## src/rtl/sint_window_minmax_if.sv

```systemverilog
// rtl/sint_window_minmax_if.sv - sample input and result output handshake bundle for sint_window_minmax
//
// Purpose: groups the sample input stream and the result output stream of
// sint_window_minmax so that one interface instance carries both.
// Signals:
//   I_data    signed sample (WIDTH bits, two's complement)
//   I_valid   sample valid
//   I_ready   block can accept a sample
//   O_min     signed minimum of the window
//   O_max     signed maximum of the window
//   O_min_idx 0-based position of the minimum within the window
//   O_max_idx 0-based position of the maximum within the window
//   O_valid   result beat valid
//   O_ready   downstream accepts the result
// Modports:
//   master  the producer of samples and consumer of results
//   slave   the min/max block itself
interface sint_window_minmax_if #(
  parameter int WIDTH = 3,
  parameter int IDXW  = 2
);
  logic [WIDTH-1:0] I_data;
  logic             I_valid;
  logic             I_ready;
  logic [WIDTH-1:0] O_min;
  logic [WIDTH-1:0] O_max;
  logic [IDXW-1:0]  O_min_idx;
  logic [IDXW-1:0]  O_max_idx;
  logic             O_valid;
  logic             O_ready;

  modport master (
    output I_data, I_valid, O_ready,
    input  I_ready, O_min, O_max, O_min_idx, O_max_idx, O_valid
  );

  modport slave (
    input  I_data, I_valid, O_ready,
    output I_ready, O_min, O_max, O_min_idx, O_max_idx, O_valid
  );
endinterface

```

## src/rtl/sint_window_minmax.sv

```systemverilog
// rtl/sint_window_minmax.sv - windowed signed min/max tracker with index reporting
//
// Purpose: consumes WINDOW signed samples from a valid/ready stream, tracks the
// signed minimum and maximum and their 0-based positions, then presents one
// result beat on a valid/ready output before starting the next window.
// Ports:
//   CLK    clock, all state updates on the rising edge
//   RESET  synchronous, active-high reset
//   bus    sint_window_minmax_if slave modport (sample input, result output)
module sint_window_minmax #(
  parameter int WIDTH  = 3,
  parameter int WINDOW = 4,
  parameter int IDXW   = 2
) (
  input logic                 CLK,
  input logic                 RESET,
  sint_window_minmax_if.slave bus
);

  typedef enum logic [1:0] {FIRST, ACCUM, HOLD} state_t;

  localparam logic [IDXW-1:0] LAST_IDX = IDXW'(WINDOW - 1);

  state_t                  state;
  logic [IDXW-1:0]         count;
  logic signed [WIDTH-1:0] trk_min, trk_max;
  logic [IDXW-1:0]         trk_min_idx, trk_max_idx;
  logic signed [WIDTH-1:0] nxt_min, nxt_max;
  logic [IDXW-1:0]         nxt_min_idx, nxt_max_idx;
  logic signed [WIDTH-1:0] sample;
  logic [WIDTH-1:0]        o_min, o_max;
  logic [IDXW-1:0]         o_min_idx, o_max_idx;
  logic                    o_valid;
  logic                    accept;
  logic                    last;

  // Ready is a function of state; RESET also gates it so nothing is offered
  // as accepted during the reset cycle.
  assign bus.I_ready = (state != HOLD) && !RESET;
  assign accept      = bus.I_valid && bus.I_ready;
  assign sample      = $signed(bus.I_data);
  // count is 0 in FIRST, so this also covers the WINDOW==1 case.
  assign last        = (count == LAST_IDX);

  // Tracker values including the sample being accepted this cycle.
  always_comb begin
    nxt_min     = trk_min;
    nxt_max     = trk_max;
    nxt_min_idx = trk_min_idx;
    nxt_max_idx = trk_max_idx;
    if (state == FIRST) begin
      nxt_min     = sample;
      nxt_max     = sample;
      nxt_min_idx = '0;
      nxt_max_idx = '0;
    end else begin
      // Strict less-than: ties keep the earlier value and index.
      if (sample < trk_min) begin
        nxt_min     = sample;
        nxt_min_idx = count;
      end
      if (trk_max < sample) begin
        nxt_max     = sample;
        nxt_max_idx = count;
      end
    end
  end

  always_ff @(posedge CLK) begin
    if (RESET) begin
      state       <= FIRST;
      count       <= '0;
      trk_min     <= '0;
      trk_max     <= '0;
      trk_min_idx <= '0;
      trk_max_idx <= '0;
      o_min       <= '0;
      o_max       <= '0;
      o_min_idx   <= '0;
      o_max_idx   <= '0;
      o_valid     <= 1'b0;
    end else begin
      case (state)
        FIRST, ACCUM: begin
          if (accept) begin
            trk_min     <= nxt_min;
            trk_max     <= nxt_max;
            trk_min_idx <= nxt_min_idx;
            trk_max_idx <= nxt_max_idx;
            if (last) begin
              // count stays at WINDOW-1 rather than wrapping.
              state     <= HOLD;
              o_min     <= nxt_min;
              o_max     <= nxt_max;
              o_min_idx <= nxt_min_idx;
              o_max_idx <= nxt_max_idx;
              o_valid   <= 1'b1;
            end else begin
              state <= ACCUM;
              count <= count + 1'b1;
            end
          end
        end
        HOLD: begin
          if (o_valid && bus.O_ready) begin
            state   <= FIRST;
            count   <= '0;
            o_valid <= 1'b0;
          end
        end
        default: state <= FIRST;
      endcase
    end
  end

  assign bus.O_min     = o_min;
  assign bus.O_max     = o_max;
  assign bus.O_min_idx = o_min_idx;
  assign bus.O_max_idx = o_max_idx;
  assign bus.O_valid   = o_valid;

endmodule

```

## src/flat_wrapper.sv

```systemverilog
// flat-port wrapper written by rule: the top's interface ports become plain ports
module sint_window_minmax_flat 
#(
  parameter int WIDTH  = 3,
  parameter int WINDOW = 4,
  parameter int IDXW   = 2
)
  (CLK, RESET, bus_I_data, bus_I_valid, bus_O_ready, bus_I_ready, bus_O_min, bus_O_max, bus_O_min_idx, bus_O_max_idx, bus_O_valid);
  sint_window_minmax_if #(.WIDTH(WIDTH), .IDXW(IDXW)) bus_i ();
  input logic CLK;
  input logic RESET;
  input wire logic [$bits(bus_i.I_data)-1:0] bus_I_data;
  input wire logic [$bits(bus_i.I_valid)-1:0] bus_I_valid;
  input wire logic [$bits(bus_i.O_ready)-1:0] bus_O_ready;
  output wire logic [$bits(bus_i.I_ready)-1:0] bus_I_ready;
  output wire logic [$bits(bus_i.O_min)-1:0] bus_O_min;
  output wire logic [$bits(bus_i.O_max)-1:0] bus_O_max;
  output wire logic [$bits(bus_i.O_min_idx)-1:0] bus_O_min_idx;
  output wire logic [$bits(bus_i.O_max_idx)-1:0] bus_O_max_idx;
  output wire logic [$bits(bus_i.O_valid)-1:0] bus_O_valid;
  assign bus_i.I_data = bus_I_data;
  assign bus_i.I_valid = bus_I_valid;
  assign bus_i.O_ready = bus_O_ready;
  assign bus_I_ready = bus_i.I_ready;
  assign bus_O_min = bus_i.O_min;
  assign bus_O_max = bus_i.O_max;
  assign bus_O_min_idx = bus_i.O_min_idx;
  assign bus_O_max_idx = bus_i.O_max_idx;
  assign bus_O_valid = bus_i.O_valid;
  sint_window_minmax #(.WIDTH(WIDTH), .WINDOW(WINDOW), .IDXW(IDXW)) u_core (.CLK(CLK), .RESET(RESET), .bus(bus_i));
endmodule
```

## config.mk

```make
export PLATFORM = sky130hd
export DESIGN_NAME = sint_window_minmax_flat
export DESIGN_NICKNAME = d
export VERILOG_FILES = /design/src/rtl/sint_window_minmax_if.sv /design/src/rtl/sint_window_minmax.sv /design/src/flat_wrapper.sv
export SDC_FILE = /design/constraint.sdc
export NUM_CORES = 1
export LEC_CHECK = 0
export ABC_AREA = 0
export CORE_ASPECT_RATIO = 1.25
export CORE_UTILIZATION = 53
export DETAILED_ROUTE_END_ITERATION = 7
export PLACE_DENSITY = 0.74
export SLEW_MARGIN = 20
export SYNTH_ARGS = -nofsm -noshare
export SYNTH_HDL_FRONTEND = slang
export SYNTH_SLANG_ARGS = --single-unit
```

## constraint.sdc

```tcl
create_clock -name CLK -period 2.3 [get_ports CLK]
set_clock_uncertainty 0.2 [all_clocks]
set_input_delay 0.46 -clock CLK [delete_from_list [all_inputs] [get_ports CLK]]
set_output_delay 0.46 -clock CLK [all_outputs]
set_load 0.03 [all_outputs]
```

; Word-level counts from Yosys, hierarchy flattened
; Cells that the tools add are included.
[totals]
input_bits = 7
register_bits = 25
out_inout_bits = 12
word_cells = 53
[op_classes]
eq_ne = 8
magnitude_cmp = 2
mux = 19
n_addsub = 1
reduce_logical = 12
[ops]
columns = cell, n
row1 = $mux W2, 9
row2 = $mux W3, 4
row3 = $pmux W2 S2, 2
row4 = $reduce_and A4 Y1, 2
row5 = $lt A3 B3 Y1, 2
row6 = $ne A2 B1 Y1 const B, 3
row7 = $eq A2 B2 Y1 const B, 2
row8 = $ne A2 B2 Y1 const B, 2
row9 = $reduce_and A2 Y1, 2
row10 = $logic_and A1 B1 Y1, 3
row11 = $mux W1, 3
row12 = $reduce_and A3 Y1, 1
row13 = $add A2 B1 Y2 const B, 1
row14 = $eq A2 B1 Y1 const B, 1
row15 = $logic_not A2 Y1, 1
row16 = $pmux W1 S2, 1
row17 = $reduce_bool A2 Y1, 1
row18 = $reduce_or A2 Y1, 1
row19 = $logic_not A1 Y1, 1

; Longest topological paths before layout
; Gate-level depths: netlist of run 1.
[depth]
depth_word = 5
ltp_mapped = 7
mapped_depth_nobuf = 6

; Least setup slack after synthesis of run 1
; No wires, ideal clock.
[synth_timing]
path_kind = in2out
from = input port RESET
to = output port bus_I_ready
setup_slack_ps = 197
arrival_time_ps = 1443
path_buffers = 3
required_time_ps = 1640
path_stages = 4
path_cell_list = clkbuf_1 clkbuf_1 clkbuf_1 nor2_1
[synth_between]
elab_chain_len = 2
[synth_lines]
columns = item, line_no
row1 = from (decl), flat_wrapper.sv:11  ; input logic RESET;
row2 = $logic_not A1 Y1, sint_window_minmax.sv:39  ; assign bus.I_ready = (state != HOLD) && !RESET;
row3 = $logic_and A1 B1 Y1, sint_window_minmax.sv:39
row4 = to (decl), flat_wrapper.sv:15  ; output wire logic [$bits(bus_i.I_ready)-1:0] bus_I_ready;
; No other way between the ends.

; Worst setup path after layout of run 1
[layout_timing]
from = register u_core.state[0]
to = output port bus_I_ready
[layout_between]
elab_chain_len = 2
[layout_lines]
columns = item, line_no
row1 = from (decl), sint_window_minmax.sv:24  ; state_t state;
row2 = from (signal assigned), sint_window_minmax.sv:71  ; state <= FIRST;
row3 = from (signal assigned), sint_window_minmax.sv:92  ; state <= HOLD;
row4 = from (signal assigned), sint_window_minmax.sv:99  ; state <= ACCUM;
row5 = $ne A2 B2 Y1, sint_window_minmax.sv:39
row6 = $logic_and A1 B1 Y1, sint_window_minmax.sv:39
; No other way between the ends.

==> run_results.csv, run 1 <==
group,metric,value,unit
floorplan,core,0.00245,mm²
power_and_ir_drop,clock_power_share,0.254,
clock_tree,cts_hold_repair.buffers,0,
route,first_iter_violations,47,
power_and_ir_drop,power.switching_fraction,0.301,
floorplan,initial_utilization,0.560,
synth,post_synth_num_cell_types,36,
worst_setup_path,slowest_cell_on_crit_path,"dfxtp_1",
floorplan,die_w,47.5,µm
worst_setup_path,critPathArrivalTime,1490,ps
synth,postSynthCellCount,168,
clock_tree,clock_buffer_count_from_cts,3,
sta,report.final.slew_viol_count,0,
floorplan,core.rowCount,20,
grt,grt_use_total,0.276,
clock_tree,clock_sink_count,25,
route,route.antenna.remaining_nets,0,
finish,antenna-diode-count,0,
finish,count_of_fill_cells_added_during_filler_insertion,234,
worst_hold_path,hp-class,"reg -> reg",
flow_run,maxCapViolations,0,
grt,vias_in_the_first_global_route,1275,
outcome,outcome,"finished clean",
power_and_ir_drop,share_seq_of_total_power,0.545,
clock_tree,clock_latency,330,ps
placed_design,gp_routability_congestion,0.859,
placed_design,numPortBuffers,18,
worst_setup_path,worst_path_largest_cell_delay,630,ps
sta,setup_tns,0,ps
synth,yosys_warnings,0,
sta,final.period_utilization,0.936,
sta,worst_slew_margin_rel,0.687,
sta,timing.final.hold_violations,0,
synth,synthesis.nets,180,
synth,ys_dominant_reg_cell,"dfxtp_1",
finish,commonest_non_fill_non_tap_cell_in_the_layout,"dfxtp_1",
worst_setup_path,worst_path_required,1640,ps
floorplan,die_height,58.9,µm
clock_tree,cts_buffer_depth,2,
grt,globalRouteOverflowTotal,0,
clock_tree,cts-htree-levels,1,
worst_setup_path,ff_to_ff_setup_slack,390,ps
synth,synth_seq_cells,25,
synth,syn-mean-instance-area,8.18,µm²
sta,tightestPinTransition,466,ps
route,route.detailed.drc,0,
route,routed_wirelength,3280,µm
clock_tree,cts_tree,"done",
clock_tree,cts.reportedPaths.clkPinSlew,150,ps
synth,syn-cell-area,0.00137,mm²
sta,timing.final.crit_period,2150,ps
worst_setup_path,endpoint_kind,"output port",
synth,async_reset_ff_frac,0,
floorplan,die_area,0.00280,mm²
finish,flow.area_growth_from_synthesis,24.4,%
grt,grt_max_degree,17,
sta,final_setup_fails,0,
finish,commonest_cells_after_routing_fill_and_taps_aside,"dfxtp_1 (25), clkdlybuf4s50_1 (17), buf_4 (17)",
route,wl_per_cell,14.3,µm
power_and_ir_drop,power.ir.vdd_worst,339,µV
worst_setup_path,worst-setup-path-type,"reg -> out",
route,detailroute.via_count,1336,
synth,count_of_flip_flops_with_a_built_in_enable_after_synthesis,0,
power_and_ir_drop,pwr_density_cell,493,mW/mm²
power_and_ir_drop,post-layout-total-power,843,µW
grt,grt_pass1_wl,5530,µm
grt,grt_antenna_before_repair,0,
power_and_ir_drop,power_spent_charging_and_discharging_nets,254,µW
worst_setup_path,worst_path_dominant_cell_family,"flip-flops",
finish,final_core_util,0.697,
finish,layout.nets,210,
route,drt-vias-per-instance,5.81,
sta,fmax,464,MHz
power_and_ir_drop,leakagePower,0.000666,µW
worst_setup_path,start_kind,"register",
clock_tree,post-cts-setup-buffer-count,0,
route,dr.pass1.iters,4,
worst_setup_path,crit_path_cell_trace,"nor2b_1 > nor2_1 > buf_4",
power_and_ir_drop,comb_power_share,0.201,
clock_tree,root_buffer,"clkbuf_4",
finish,final_layout_size_suffix_gt1_frac,0.122,
floorplan,floorplan.io_pins,19,
placed_design,place.detailed.hpwl,2510,µm
worst_setup_path,path_max_fanout,15,
synth,synth.yosys.seq_area_share,0.364,
sta,grt_setup_unrepaired,"no",
worst_setup_path,bufs_and_invs_on_worst_path,1,
power_and_ir_drop,p_int,590,µW
area by class of cell:
class,count,area [µm²],area share
clock buffers,3,22.5,0.0132
clock inverters,1,7.51,0.00439
inverters,7,26.3,0.0154
multi-input cells,127,813,0.476
flip-flops and latches,25,500,0.293
well taps,33,41.3,0.0242
repair buffers,34,298,0.174
metrics by stage:
step | hold slack (ps) | area [µm²] | setup WS, ps | instances
floorplan | 260 | 1370 | 197 | 168
global placement | 256 | 1670 | -148 | 226
detailed placement | 260 | 1670 | -201 | 226
CTS | 291 | 1700 | 134 | 230
global route | 313 | 1710 | 33.5 | 230
finish | 285 | 1710 | 146 | 230
timing repair:
action	in CTS	in global routing
gates resized for setup	0	1
endpoints found under the setup margin	0	3
endpoints found under the hold margin	0	0
worst paths after layout:
check                       endpoint  cells past startpoint                    start
min          u_core.bus.O_min_idx[0]                      2  u_core.bus.O_min_idx[0]
max reg2reg        u_core.trk_min[1]                      6        u_core.trk_min[2]
min reg2reg  u_core.bus.O_min_idx[0]                      2  u_core.bus.O_min_idx[0]
max                      bus_I_ready                      3          u_core.state[0]
power groups by stage:
| stage | Combinational (µW) | Clock [µW] | Sequential (µW) |
|---|---|---|---|
| 2_1_floorplan | 105 | 0 | 464 |
| 3_3_place_gp | 161 | 0 | 468 |
| 3_5_place_dp | 167 | 0 | 469 |
| 4_1_cts | 167 | 219 | 459 |
| 5_1_grt | 186 | 228 | 462 |
| 6_report | 170 | 214 | 460 |
metal layers:
| metal | up-vias | share of wire | global-route usage |
|---|---|---|---|
| li1 | 670 | - | - |
| met4 | 0 | 0.015 | 0.103 |
| met1 | 621 | 0.42 | 0.344 |
| met2 | 40 | 0.52 | 0.472 |
| met5 | - | 0 | 0 |
| met3 | 5 | 0.041 | 0.0307 |
state kept, by name (all words and copies together), names as in the netlist, 3 cells and up:
name              cells
u_core.trk_max        3
u_core.bus.O_min      3
u_core.bus.O_max      3
u_core.trk_min        3
synth_stat cells, types with 2 or more instances:
cell | n | share of area
a211oi_2 | 2 | 0.018
a21oi_1 | 6 | 0.022
a31oi_1 | 8 | 0.036
and3b_1 | 2 | 0.013
buf_2 | 3 | 0.011
clkbuf_1 | 5 | 0.014
dfxtp_1 | 25 | 0.36
ha_1 | 5 | 0.046
inv_1 | 7 | 0.019
mux2i_1 | 6 | 0.044
nand2_1 | 13 | 0.036
nand2b_1 | 10 | 0.046
nand3_1 | 4 | 0.015
nand4_1 | 8 | 0.036
nor2_1 | 15 | 0.041
nor2b_1 | 6 | 0.027
nor3b_1 | 3 | 0.016
o2111ai_1 | 2 | 0.013
o211ai_1 | 4 | 0.022
o21a_1 | 3 | 0.016
o21ai_0 | 11 | 0.040
o21ai_1 | 3 | 0.011
o21bai_1 | 4 | 0.022
kinds of logic after synthesis:
kind of cell	share of synthesized area
adders and majority gates	0.0455
muxes	0.0437
buffers and inverters	0.0474
and+or+nand+nor	0.262
AOI/OAI and AO/OA	0.237
DFF	0.364
worst min-delay path: stages (launching register included):
cell      delay (ps)
dfxtp_1          340
nand2_1           50
o211ai_1          70
(Power assumes the default switching activity.)
==> inputs of run 2 (changes only) <==
--- a/config.mk
+++ b/config.mk
@@ -8,6 +8,7 @@
 export ABC_AREA = 0
 export CORE_ASPECT_RATIO = 1.25
 export CORE_UTILIZATION = 53
+export CTS_CLUSTER_SIZE = 10
 export DETAILED_ROUTE_END_ITERATION = 7
 export PLACE_DENSITY = 0.74
 export SLEW_MARGIN = 20
==> results of run 2 <==
No change in the layout: final DEF, timing and power equal those of run 1.
==> inputs of run 3 (changes only) <==
--- a/config.mk
+++ b/config.mk
@@ -8,7 +8,6 @@
 export ABC_AREA = 0
 export CORE_ASPECT_RATIO = 1.25
 export CORE_UTILIZATION = 53
-export CTS_CLUSTER_SIZE = 10
 export DETAILED_ROUTE_END_ITERATION = 7
 export PLACE_DENSITY = 0.74
 export SLEW_MARGIN = 20
==> results of run 3 <==
No change in the layout: final DEF, timing and power equal those of run 1.
